<file path="src/rtl/lemmings_pkg.sv">
// lemmings_pkg: shared lemming state encoding and per-lemming output bundle.
package lemmings_pkg;
    typedef enum logic [3:0] {
        WALK_L, WALK_R, JUMP_L, JUMP_R, FALL_L, FALL_R, DIG_L, DIG_R, SPLAT
    } state_t;
    typedef struct packed {
        logic walk_left;
        logic walk_right;
        logic aah;
        logic digging;
        logic jumping;
        logic splat;
    } lemming_out_t;
    function automatic lemming_out_t decode(input state_t s);
        lemming_out_t o;
        o.walk_left  = s == WALK_L;
        o.walk_right = s == WALK_R;
        o.aah        = s == FALL_L || s == FALL_R;
        o.digging    = s == DIG_L || s == DIG_R;
        o.jumping    = s == JUMP_L || s == JUMP_R;
        o.splat      = s == SPLAT;
        return o;
    endfunction
endpackage

</file>
<file path="src/rtl/lemmings_array_if.sv">
// lemmings_array_if: per-lemming sensor inputs and state outputs for the lemming array.
interface lemmings_array_if #(parameter int NUM_LEMMINGS = 4);
    localparam int CW = $clog2(NUM_LEMMINGS + 1);
    logic [NUM_LEMMINGS-1:0] bump_left, bump_right, small_bump_left, small_bump_right, ground, dig;
    logic [NUM_LEMMINGS-1:0] walk_left, walk_right, aah, digging, jumping, splat;
    logic [CW-1:0]           alive_count;
    modport master (
        output bump_left, bump_right, small_bump_left, small_bump_right, ground, dig,
        input  walk_left, walk_right, aah, digging, jumping, splat, alive_count
    );
    modport slave (
        input  bump_left, bump_right, small_bump_left, small_bump_right, ground, dig,
        output walk_left, walk_right, aah, digging, jumping, splat, alive_count
    );
endinterface

</file>
<file path="src/rtl/lemming_fsm.sv">
// lemming_fsm: one lemming's Moore machine with jump timer and fall-duration death rule.
module lemming_fsm
    import lemmings_pkg::*;
#(
    parameter int SPLAT_CYCLES = 20,
    parameter int JUMP_CYCLES  = 2
) (
    input  logic         clk,
    input  logic         areset_n,
    input  logic         bump_left,
    input  logic         bump_right,
    input  logic         small_bump_left,
    input  logic         small_bump_right,
    input  logic         ground,
    input  logic         dig,
    output lemming_out_t o
);
    localparam int FW = $clog2(SPLAT_CYCLES + 1);
    localparam int JW = JUMP_CYCLES > 1 ? $clog2(JUMP_CYCLES) : 1;
    localparam logic [FW-1:0] FALL_MAX  = FW'(SPLAT_CYCLES);
    localparam logic [JW-1:0] JUMP_LAST = JW'(JUMP_CYCLES - 1);
    state_t        state, state_nxt;
    logic [FW-1:0] fall_cnt, fall_nxt;
    logic [JW-1:0] jump_cnt, jump_nxt;
    logic          falling, in_jump, jump_last;
    always_ff @(posedge clk or negedge areset_n)
        if (!areset_n) begin
            state    <= WALK_L;
            fall_cnt <= '0;
            jump_cnt <= '0;
        end else begin
            state    <= state_nxt;
            fall_cnt <= fall_nxt;
            jump_cnt <= jump_nxt;
        end
    always_comb begin
        falling   = state == FALL_L || state == FALL_R;
        in_jump   = state == JUMP_L || state == JUMP_R;
        jump_last = jump_cnt == JUMP_LAST;
        state_nxt = state;
        case (state)
            WALK_L:  state_nxt = !ground ? FALL_L : dig ? DIG_L : bump_left ? WALK_R
                               : small_bump_left ? JUMP_L : WALK_L;
            WALK_R:  state_nxt = !ground ? FALL_R : dig ? DIG_R : bump_right ? WALK_L
                               : small_bump_right ? JUMP_R : WALK_R;
            JUMP_L:  state_nxt = !jump_last ? JUMP_L : ground ? WALK_L : FALL_L;
            JUMP_R:  state_nxt = !jump_last ? JUMP_R : ground ? WALK_R : FALL_R;
            FALL_L:  state_nxt = !ground ? FALL_L : fall_cnt >= FALL_MAX ? SPLAT : WALK_L;
            FALL_R:  state_nxt = !ground ? FALL_R : fall_cnt >= FALL_MAX ? SPLAT : WALK_R;
            DIG_L:   state_nxt = ground ? DIG_L : FALL_L;
            DIG_R:   state_nxt = ground ? DIG_R : FALL_R;
            default: state_nxt = state;
        endcase
        // counters only run while their state persists, so every entry starts from zero
        fall_nxt = falling && !ground ? (fall_cnt == FALL_MAX ? fall_cnt : fall_cnt + 1'b1) : '0;
        jump_nxt = in_jump && !jump_last ? jump_cnt + 1'b1 : '0;
        o        = decode(state);
    end
endmodule

</file>
<file path="src/rtl/lemmings_array.sv">
// lemmings_array: NUM_LEMMINGS independent lemming controllers plus a live-lemming count.
module lemmings_array
    import lemmings_pkg::*;
#(
    parameter int NUM_LEMMINGS = 4,
    parameter int SPLAT_CYCLES = 20,
    parameter int JUMP_CYCLES  = 2
) (
    input logic            clk,
    input logic            areset_n,
    lemmings_array_if.slave s
);
    localparam int CW = $clog2(NUM_LEMMINGS + 1);
    lemming_out_t o [NUM_LEMMINGS];
    for (genvar g = 0; g < NUM_LEMMINGS; g++) begin : g_lem
        lemming_fsm #(.SPLAT_CYCLES(SPLAT_CYCLES), .JUMP_CYCLES(JUMP_CYCLES)) u_fsm (
            .clk              (clk),
            .areset_n         (areset_n),
            .bump_left        (s.bump_left[g]),
            .bump_right       (s.bump_right[g]),
            .small_bump_left  (s.small_bump_left[g]),
            .small_bump_right (s.small_bump_right[g]),
            .ground           (s.ground[g]),
            .dig              (s.dig[g]),
            .o                (o[g])
        );
    end
    always_comb begin
        s.walk_left   = '0;
        s.walk_right  = '0;
        s.aah         = '0;
        s.digging     = '0;
        s.jumping     = '0;
        s.splat       = '0;
        s.alive_count = '0;
        for (int i = 0; i < NUM_LEMMINGS; i++) begin
            s.walk_left[i]  = o[i].walk_left;
            s.walk_right[i] = o[i].walk_right;
            s.aah[i]        = o[i].aah;
            s.digging[i]    = o[i].digging;
            s.jumping[i]    = o[i].jumping;
            s.splat[i]      = o[i].splat;
            s.alive_count   = s.alive_count + CW'(!o[i].splat);
        end
    end
endmodule

</file>
<file path="src/flat_wrapper.sv">
// flat-port wrapper written by rule: the top's interface ports become plain ports
module lemmings_array_flat import lemmings_pkg::*;
#(
    parameter int NUM_LEMMINGS = 4,
    parameter int SPLAT_CYCLES = 20,
    parameter int JUMP_CYCLES  = 2
)
  (clk, areset_n, s_bump_left, s_bump_right, s_small_bump_left, s_small_bump_right, s_ground, s_dig, s_walk_left, s_walk_right, s_aah, s_digging, s_jumping, s_splat, s_alive_count);
  lemmings_array_if #(.NUM_LEMMINGS(NUM_LEMMINGS)) s_i ();
  input logic clk;
  input logic areset_n;
  input wire logic [$bits(s_i.bump_left)-1:0] s_bump_left;
  input wire logic [$bits(s_i.bump_right)-1:0] s_bump_right;
  input wire logic [$bits(s_i.small_bump_left)-1:0] s_small_bump_left;
  input wire logic [$bits(s_i.small_bump_right)-1:0] s_small_bump_right;
  input wire logic [$bits(s_i.ground)-1:0] s_ground;
  input wire logic [$bits(s_i.dig)-1:0] s_dig;
  output wire logic [$bits(s_i.walk_left)-1:0] s_walk_left;
  output wire logic [$bits(s_i.walk_right)-1:0] s_walk_right;
  output wire logic [$bits(s_i.aah)-1:0] s_aah;
  output wire logic [$bits(s_i.digging)-1:0] s_digging;
  output wire logic [$bits(s_i.jumping)-1:0] s_jumping;
  output wire logic [$bits(s_i.splat)-1:0] s_splat;
  output wire logic [$bits(s_i.alive_count)-1:0] s_alive_count;
  assign s_i.bump_left = s_bump_left;
  assign s_i.bump_right = s_bump_right;
  assign s_i.small_bump_left = s_small_bump_left;
  assign s_i.small_bump_right = s_small_bump_right;
  assign s_i.ground = s_ground;
  assign s_i.dig = s_dig;
  assign s_walk_left = s_i.walk_left;
  assign s_walk_right = s_i.walk_right;
  assign s_aah = s_i.aah;
  assign s_digging = s_i.digging;
  assign s_jumping = s_i.jumping;
  assign s_splat = s_i.splat;
  assign s_alive_count = s_i.alive_count;
  lemmings_array #(.NUM_LEMMINGS(NUM_LEMMINGS), .SPLAT_CYCLES(SPLAT_CYCLES), .JUMP_CYCLES(JUMP_CYCLES)) u_core (.clk(clk), .areset_n(areset_n), .s(s_i));
endmodule
</file>
<file path="config.mk">
export PLATFORM = sky130hd
export DESIGN_NAME = lemmings_array_flat
export DESIGN_NICKNAME = d
export VERILOG_FILES = /design/src/rtl/lemmings_pkg.sv /design/src/rtl/lemmings_array_if.sv /design/src/rtl/lemming_fsm.sv /design/src/rtl/lemmings_array.sv /design/src/flat_wrapper.sv
export SDC_FILE = /design/constraint.sdc
export NUM_CORES = 1
export LEC_CHECK = 0
export ABC_AREA = 1
export ABC_CLOCK_PERIOD_IN_PS = 3100
export CELL_PAD_IN_SITES_DETAIL_PLACEMENT = 0
export CELL_PAD_IN_SITES_GLOBAL_PLACEMENT = 1
export CORE_ASPECT_RATIO = 1.25
export CORE_MARGIN = 4
export CORE_UTILIZATION = 37
export DETAILED_ROUTE_END_ITERATION = 16
export GPL_TIMING_DRIVEN = 0
export MAX_ROUTING_LAYER = met4
export PLACE_DENSITY_LB_ADDON = 0.15
export SLEW_MARGIN = 0
export SYNTH_ARGS = -nofsm -noshare
export SYNTH_HDL_FRONTEND = slang
export SYNTH_SLANG_ARGS = --single-unit
export TNS_END_PERCENT = 5
</file>
<file path="constraint.sdc">
create_clock -name clk -period 3.1 [get_ports clk]
set_clock_uncertainty 0.15 [all_clocks]
set_input_delay 0.62 -clock clk [delete_from_list [all_inputs] [get_ports clk]]
set_output_delay 0.62 -clock clk [all_outputs]
set_load 0.005 [all_outputs]
</file>
# ---- Word-level counts from Yosys, hierarchy flattened
# Index checks and enable logic that the tools add are counted.
dict set report classes {
  n_lt_le_gt_ge 4
  reduce_logical 40
  n_addsub 11
  n_eq_ne 40
  muxes 88
}
# cell count
set ops {}
lappend ops {{$pmux W4 S8} 4}
lappend ops {{$mux W3} 32}
lappend ops {{$eq A4 B3 Y1 const B} 16}
lappend ops {{$mux W4} 16}
lappend ops {{$mux W2} 24}
lappend ops {{$mux W5} 8}
lappend ops {{$eq A4 B2 Y1 const B} 8}
lappend ops {{$reduce_bool A8 Y1} 4}
lappend ops {{$add A5 B1 Y5 const B} 4}
lappend ops {{$eq A5 B5 Y1 const B} 4}
lappend ops {{$ge A5 B5 Y1 const B} 4}
lappend ops {{$eq A4 B1 Y1 const B} 4}
lappend ops {{$eq A4 B4 Y1 const B} 4}
lappend ops {{$logic_not A4 Y1} 4}
lappend ops {{$logic_not A1 Y1} 12}
lappend ops {{$logic_or A1 B1 Y1} 12}
lappend ops {{$logic_and A1 B1 Y1} 8}
lappend ops {{$ne A2 B2 Y1 const B} 4}
lappend ops {{$add A3 B1 Y3} 2}
lappend ops {{$add A1 B1 Y1 const B} 4}
lappend ops {{$mux W1} 4}
lappend ops {{$add A1 B1 Y2} 1}
dict set report word_totals {
  in_bits 26
  output_inout_bits 27
  wordCells 195
  ff_bits 40
}

# ---- Longest topological paths before layout
# Gate-level depths: netlist of the first run.
dict set report depth {
  ltp_word 5
  depth_mapped 7
  ltp_nobuf 7
}

# ---- Modules after synthesis
# From an unflattened synthesis of the first run, not the netlist that was laid out.
dict set report unflattened {
  cells_unflattened 385
  area_unflattened_um2 2904.0
}
# mod area_each_um2 instances cells_per_inst seq_area_each_um2
set by_module_without_submodules {}
lappend by_module_without_submodules {{lemming_fsm (u_core.g_lem[1].u_fsm ...)} 719.4 3 95 250.2}
lappend by_module_without_submodules {{lemming_fsm (u_core.g_lem[0].u_fsm)} 689.4 1 94 250.2}
lappend by_module_without_submodules {lemmings_array 56.3 1 6 0.0}

# ---- Worst setup path after synthesis of the first run
# OpenSTA, ideal clock, no wires.
dict set report synth_path {
  kind {reg-to-output}
  from {reg u_core.g_lem[1].u_fsm.state[2]}
  to {out s_alive_count[1]}
  setup_slack_ns 0.544
  arrival_ns 1.786
  required_time_ns 2.330
  stages_incl_launch_ff 8
  n_path_buf 0
  cell_sequence {dfrtp_1 -> nor3_1 -> inv_1 -> nor2_1 -> inv_1 -> ha_1 -> fa_1 -> ha_1}
}
dict set report synth_between {
  elab_chain_cells 5
}
# element line
set synth_lines {}
lappend synth_lines {{start: declaration} lemming_fsm.sv:22} ;# state_t state, state_nxt;
lappend synth_lines {{start signal: assignment} lemming_fsm.sv:32} ;# state <= state_nxt;
lappend synth_lines {{$eq A4 B4 Y1} lemmings_pkg.sv:21} ;# o.splat = s == SPLAT;
lappend synth_lines {{via s_splat[1]} flat_wrapper.sv:23} ;# output wire logic [$bits(s_i.splat)-1:0] s_splat;
lappend synth_lines {{$logic_not A1 Y1} lemmings_array.sv:43} ;# s.alive_count = s.alive_count + CW'(!o[i].splat);
lappend synth_lines {{$add A1 B1 Y2} lemmings_array.sv:43}
lappend synth_lines {{$add A3 B1 Y3 (2 in series)} lemmings_array.sv:43}
lappend synth_lines {{end: declaration} flat_wrapper.sv:24} ;# output wire logic [$bits(s_i.alive_count)-1:0] s_alive_count;
# The timed path passes the listed nets, and every way through them passes these cells.

# ---- Worst setup path in the final report of the first run
dict set report layout_path {
  from {reg u_core.g_lem[1].u_fsm.state[1]}
  to {out s_alive_count[1]}
}
dict set report layout_between {
  elab_chain_cells 5
}
# element line
set layout_lines {}
lappend layout_lines {{$eq A4 B4 Y1} lemmings_pkg.sv:21}
lappend layout_lines {{$logic_not A1 Y1} lemmings_array.sv:43}
lappend layout_lines {{$add A1 B1 Y2} lemmings_array.sv:43}
lappend layout_lines {{$add A3 B1 Y3 (2 in series)} lemmings_array.sv:43}
# No other way between the ends.

==> impl_metrics.py, run 1 <==
metrics = {
    "clock_tree": {
        "path_clk_slew_ps": 80,
        "cts_tree": "built",
        "ctsHtreeMaxLevel": 2,
        "numCtsBuffers": 5,
        "cts_buffer_depth": 2,
        "cts_hold_buf": 0,
        "root_buffer": "clkbuf_8",
        "clkLatencyLatePin_ps": 290,
        "clock-sinks": 40,
    },
    "place": {
        "pre_cts_ws_ps": -11.2,
        "dp_cells": 523,
        "io_buffers": 52,
        "dp_hpwl_um": 4620,
        "place.gp.congestion": 0.789,
    },
    "worst_setup_path": {
        "cp_common_cell": "ha_4",
        "critPathLaunchType": "register",
        "worst_path_max_delay_cell": "dfrtp_2",
        "arrival_ps": 2240,
        "cp_data_required_time_ps": 2330,
        "path_class": "register to output port",
        "crit_fanout": 2,
        "reg2reg_slack_ps": 1680,
        "slowest_delay_ps": 420,
        "critPathCaptureType": "output port",
        "path_cells": "nor3_2 -> inv_1 -> nor2_2 -> inv_2 -> ha_4 -> fa_2 -> ha_4 -> clkdlybuf4s15_1",
    },
    "pwr": {
        "ir_worst_vdd_mv": 0.262,
        "p_comb_frac": 0.073,
        "power_frac_seq": 0.569,
        "power_switching_uw": 206,
        "switching_share": 0.225,
        "p_leak_uw": 0.00173,
        "p_per_area_nw_per_um2": 263,
        "clock_power_share": 0.358,
        "p_int_uw": 711,
    },
    "die": {
        "dieHeight_um": 103,
        "start_util": 0.382,
        "coreArea_sq_um": 7020,
        "die_area_sq_um": 8680,
        "placementRows": 34,
        "boundaryPins": 53,
        "die_x_um": 84.1,
    },
    "global_route": {
        "grt_overflow_total": 0,
        "grt_max_degree": 23,
        "use_met1": 0.175,
        "grt_pass1_vias": 2355,
        "grt_pass1_wl_um": 10100,
        "antenna_found_initial": 0,
        "grt_usage": 0.146,
        "grt.busiest_layer": "met2",
        "grtUsageMet3": 0.0344,
        "use_met2": 0.246,
    },
    "yosys": {
        "yosysSeqAreaShare": 0.373,
        "synth.area.top_cells": "dfrtp_1, nand2_1, inv_1, nor2_1, nand3_1",
        "synthCells": 380,
        "syn_area_sq_um": 2680,
        "syn_nets": 417,
        "yosysTopAreaCell": "dfrtp_1",
        "synth-async-reset-ratio": 1.00,
        "synth.top_cell.area_share": 0.373,
        "ys_seq_elements": 40,
        "synth.avg_cell_area_sq_um": 7.05,
        "yosys.cell_types.count": 27,
        "yosys_warnings": 0,
        "ys.flop_type": "dfrtp_1",
        "synth_edf_count": 0,
    },
    "final_layout": {
        "final_cells": 533,
        "drive_above_1_share": 0.133,
        "layout_commonest_cell": "nand2_1",
        "area_delta_synth_final_pct": 30.0,
        "nNetsFinal": 480,
        "antennaDiodeCount": 0,
        "final_cell_mix": "nand2_1, inv_1, clkdlybuf4s50_1",
    },
    "sta": {
        "finalMaxSlewViolations": 0,
        "maxSlewHeadroom": 0.672,
        "hold-worst-slack_ps": 138,
        "timing.fmax_mhz": 333,
        "setup-tns-final_ps": 0,
        "tightest_slew_ps": 492,
        "layout_min_cycle_time_ps": 3010,
        "rsz0062_at_grt": "false",
        "timing.final.crit_share": 0.970,
        "layout_setup_ws_ps": 92.7,
        "hold_viol": 0,
        "setup_violations": 0,
    },
    "drt": {
        "remaining_drc_errors": 0,
        "dr.pass1.iters": 6,
        "drtIter0Drc": 61,
        "drtAntennaViolNets": 0,
        "wl_um": 5830,
        "routedWlPerCell_um": 10.9,
        "vias": 2416,
        "vias_per_cell": 4.53,
    },
    "job": {
        "maxCapViolCount": 0,
    },
    "run_status": {
        "status": "finished clean",
    },
    "min_path": {
        "hold_class": "input pin to async pin",
    },
}
## power groups by stage
| stage | Clock [uW] | Sequential [uW] | Combinational [uW] |
|---|---|---|---|
| 2_1_floorplan | 0 | 532 | 15.0 |
| 3_3_place_gp | 0 | 532 | 65.5 |
| 3_5_place_dp | 0 | 532 | 68.9 |
| 4_1_cts | 348 | 521 | 69.2 |
| 5_1_grt | 374 | 521 | 76.1 |
| 6_report | 328 | 521 | 67.3 |
## registers in the layout, indices dropped and copies added (netlist names)
name	cells
u_core.g_lem.u_fsm.state	16
u_core.g_lem.u_fsm.fall_cnt	20
u_core.g_lem.u_fsm.jump_cnt	4
## logic make-up (layout without fill, tap and decap cells)
family	count (synthesis)	in the layout	synth area share
AOI/OAI and AO/OA	35	35	0.0747
xor gates and xnor gates	10	10	0.0327
adders and majority gates	11	11	0.0542
buffers and inverters	90	153	0.137
DFF	40	40	0.373
and+or+nand+nor	194	194	0.328
## metal layers
metal | wire, um | share of wire | vias up
li1 | - | - | 1283
met1 | 2650 | 0.46 | 1086
met2 | 2870 | 0.49 | 42
met3 | 257 | 0.044 | 5
met4 | 44 | 0.0076 | 0
met5 | 0 | 0 | -
## final timing paths
check	start	end	cells after the start
setup / recovery	u_core.g_lem[1].u_fsm.state[1]	s_alive_count[1]	8
hold / removal	areset_n	u_core.g_lem[0].u_fsm.fall_cnt[0]	1
setup reg to reg	u_core.g_lem[3].u_fsm.fall_cnt[0]	u_core.g_lem[3].u_fsm.fall_cnt[1]	6
hold reg to reg	u_core.g_lem[3].u_fsm.jump_cnt	u_core.g_lem[3].u_fsm.jump_cnt	1
max in group asynchronous	areset_n	u_core.g_lem[1].u_fsm.state[1]	2
min in group clk	u_core.g_lem[3].u_fsm.jump_cnt	u_core.g_lem[3].u_fsm.jump_cnt	1
## final cells by class
class                      count  area (sq um)
tap                           90           113
clock inverter                 1          5.00
timing repair buffer          56           563
multi-input combinational    250          1360
clock buffer                   6          72.6
inverter                      82           310
sequential                    40          1000
buffer                         8          60.1
fill                         717          3540
## repair_timing
action | CTS | global route
resized for setup | 9 | 8
buffers inserted | 2 | 1
pin swaps | 2 | 3
cloned | 0 | 0
endpoints found under the setup margin | 3 | 1
## critical path, delay by kind of cell (launching register included)
kind / cells / cell delay (ps)
simple gates: 2 / 320
fa+ha+maj: 3 / 900
flops: 1 / 420
buf+inv: 3 / 310
## stage by stage
step           total power [uW]  area (sq um)   util
4_1_cts                     938          3440  0.490
5_1_grt                     971          3480  0.496
3_5_place_dp                601          3340  0.475
6_report                    917          3480  0.496
2_1_floorplan               547          2680      -
3_3_place_gp                597          3310  0.472
## synthesized netlist by cell type (8+ instances only)
master	instances
buf_4	8
inv_1	74
ha_1	10
nand4_1	8
xor2_1	8
inv_2	8
nand3_1	26
o21ai_0	19
nor2_1	39
dfrtp_1	40
nand2_1	97
No activity file was read; power rests on OpenSTA's default activity.
==> inputs of run 2 (changes only) <==
--- a/config.mk
+++ b/config.mk
@@ -14,7 +14,6 @@
 export CORE_UTILIZATION = 37
 export DETAILED_ROUTE_END_ITERATION = 16
 export GPL_TIMING_DRIVEN = 0
-export MAX_ROUTING_LAYER = met4
 export PLACE_DENSITY_LB_ADDON = 0.15
 export SLEW_MARGIN = 0
 export SYNTH_ARGS = -nofsm -noshare
==> run 2 against run 1 <==
  * Final area unchanged
  * Via count up 0.17%
  * Utilization unchanged
  * Die area unchanged
  * Largest cell class unchanged
  * Highest routed layer unchanged
==> impl_metrics.py, run 2 (same netlist as run 1, synthesis figures left out) <==
metrics = {
    "sta": {
        "setup-tns-final_ps": 0,
        "setup_violations": 0,
        "hold-worst-slack_ps": 138,
        "hold_viol": 0,
        "finalMaxSlewViolations": 0,
        "rsz0062_at_grt": "false",
        "maxSlewHeadroom": 0.672,
        "timing.final.crit_share": 0.970,
        "layout_min_cycle_time_ps": 3010,
        "timing.fmax_mhz": 333,
        "tightest_slew_ps": 492,
    },
    "pwr": {
        "p_comb_frac": 0.073,
        "power_switching_uw": 206,
        "clock_power_share": 0.358,
        "p_leak_uw": 0.00173,
        "power_frac_seq": 0.569,
        "switching_share": 0.225,
        "ir_worst_vdd_mv": 0.262,
        "p_per_area_nw_per_um2": 263,
        "p_int_uw": 711,
    },
    "final_layout": {
        "ff_latch_area_sq_um": 1000,
        "nNetsFinal": 480,
        "area_delta_synth_final_pct": 30.0,
        "final_cell_mix": "nand2_1, inv_1, clkdlybuf4s50_1",
        "largest_register_ffs": 20,
        "final.fill_count": 717,
        "final_cells": 533,
        "top_regs": "u_core.g_lem.u_fsm.fall_cnt (20), u_core.g_lem.u_fsm.state (16), u_core.g_lem.u_fsm.jump_cnt (4)",
        "multi_input_area_sq_um": 1360,
        "drive_above_1_share": 0.133,
        "layout_commonest_cell": "nand2_1",
        "regMostFlops": "u_core.g_lem.u_fsm.fall_cnt",
        "antennaDiodeCount": 0,
        "postLayoutCellArea_sq_um": 3480,
    },
    "worst_setup_path": {
        "r2r-start": "u_core.g_lem[3].u_fsm.fall_cnt[0]",
        "arrival_ps": 2240,
        "worst_path_max_delay_cell": "dfrtp_2",
        "critPathCaptureType": "output port",
        "critPathLaunchType": "register",
        "cp_data_required_time_ps": 2330,
        "path_class": "register to output port",
        "path_cells": "nor3_2 -> inv_1 -> nor2_2 -> inv_2 -> ha_4 -> fa_2 -> ha_4 -> clkdlybuf4s15_1",
        "r2r_cells": 6,
        "cp_common_cell": "ha_4",
        "worstSetupStartpoint": "u_core.g_lem[1].u_fsm.state[1]",
        "slowest_delay_ps": 420,
        "crit_fanout": 2,
    },
    "global_route": {
        "grt_overflow_total": 0,
        "use_met2": 0.246,
        "grtUsageMet3": 0.0352,
        "grt.busiest_layer": "met2",
        "grt_pass1_vias": 2355,
        "antenna_found_initial": 0,
        "grt_pass1_wl_um": 10100,
        "use_met1": 0.174,
        "grt_max_degree": 23,
        "grt_usage": 0.141,
    },
    "die": {
        "dieHeight_um": 103,
        "die_area_sq_um": 8680,
        "start_util": 0.382,
        "placementRows": 34,
        "boundaryPins": 53,
        "die_x_um": 84.1,
        "coreArea_sq_um": 7020,
    },
    "clock_tree": {
        "cts_tree": "built",
        "cts_buffer_depth": 2,
        "numCtsBuffers": 5,
        "clkLatencyLatePin_ps": 290,
        "path_clk_slew_ps": 80,
        "clock-sinks": 40,
        "root_buffer": "clkbuf_8",
        "cts_hold_buf": 0,
        "ctsHtreeMaxLevel": 2,
    },
    "place": {
        "dp_cells": 523,
        "io_buffers": 52,
        "place.gp.congestion": 0.778,
        "dp_hpwl_um": 4620,
        "dpl_cell_area_sq_um": 3340,
    },
    "drt": {
        "drtIter0Drc": 61,
        "vias_per_cell": 4.54,
        "routedWlPerCell_um": 10.9,
        "dr.pass1.iters": 4,
        "drtAntennaViolNets": 0,
        "wl_um": 5830,
        "vias": 2420,
        "remaining_drc_errors": 0,
    },
    "run_status": {
        "status": "finished clean",
    },
    "min_path": {
        "hold_class": "input pin to async pin",
    },
    "job": {
        "maxCapViolCount": 0,
    },
}
run 2: cell counts in the layout (fill, tap and decap cells not counted):
Identical to the previous run, type by type.
run 2: critical path: cells and delay by family, from the launching register on:
| kind | cells | cell delay [ps] |
|---|---|---|
| fa+ha+maj | 3 | 900 |
| buf+inv | 3 | 310 |
| flops | 1 | 420 |
| simple gates | 2 | 320 |
run 2: metrics by stage:
stage          utilization  power [uW]  setup WS (ps)
3_3_place_gp         0.472         597          -13.7
6_report             0.496         917           92.7
2_1_floorplan            -         547            544
4_1_cts              0.490         938           10.2
3_5_place_dp         0.475         601          -11.2
5_1_grt              0.496         971           6.58
run 2: what timing repair did:
item,CTS,global route
buffers inserted,2,1
cloned,0,0
endpoints found under the setup margin,3,1
gates resized for setup,9,8
pin swaps,2,3
run 2: final timing paths:
path | to | slack (ps)
max reg2reg | u_core.g_lem[3].u_fsm.fall_cnt[1] | 1680
max | s_alive_count[1] | 90
min in group clk | u_core.g_lem[3].u_fsm.jump_cnt | 280
min | u_core.g_lem[0].u_fsm.fall_cnt[0] | 140
min reg2reg | u_core.g_lem[3].u_fsm.jump_cnt | 280
max in group asynchronous | u_core.g_lem[1].u_fsm.state[1] | 2170
run 2: power groups by stage:
stage	Combinational, uW	Clock [uW]	Sequential, uW
detailed placement	68.9	0	532
CTS	69.2	348	521
finish	67.3	328	521
global placement	65.5	0	532
global route	76.1	374	521
floorplan	15.0	0	532
run 2: layer usage:
layer | wire (um) | vias up
met3 | 266 | 5
met2 | 2870 | 44
li1 | - | 1283
met4 | 48 | 0
met5 | 0 | -
met1 | 2650 | 1088
run 2: area by class of cell:
type / count / area share
Multi-Input combinational cell: 250 / 0.389
Sequential cell: 40 / 0.288
Timing Repair Buffer: 56 / 0.162
Inverter: 82 / 0.0891
Tap cell: 90 / 0.0323
Clock buffer: 6 / 0.0208
Buffer: 8 / 0.0172
Clock inverter: 1 / 0.00144
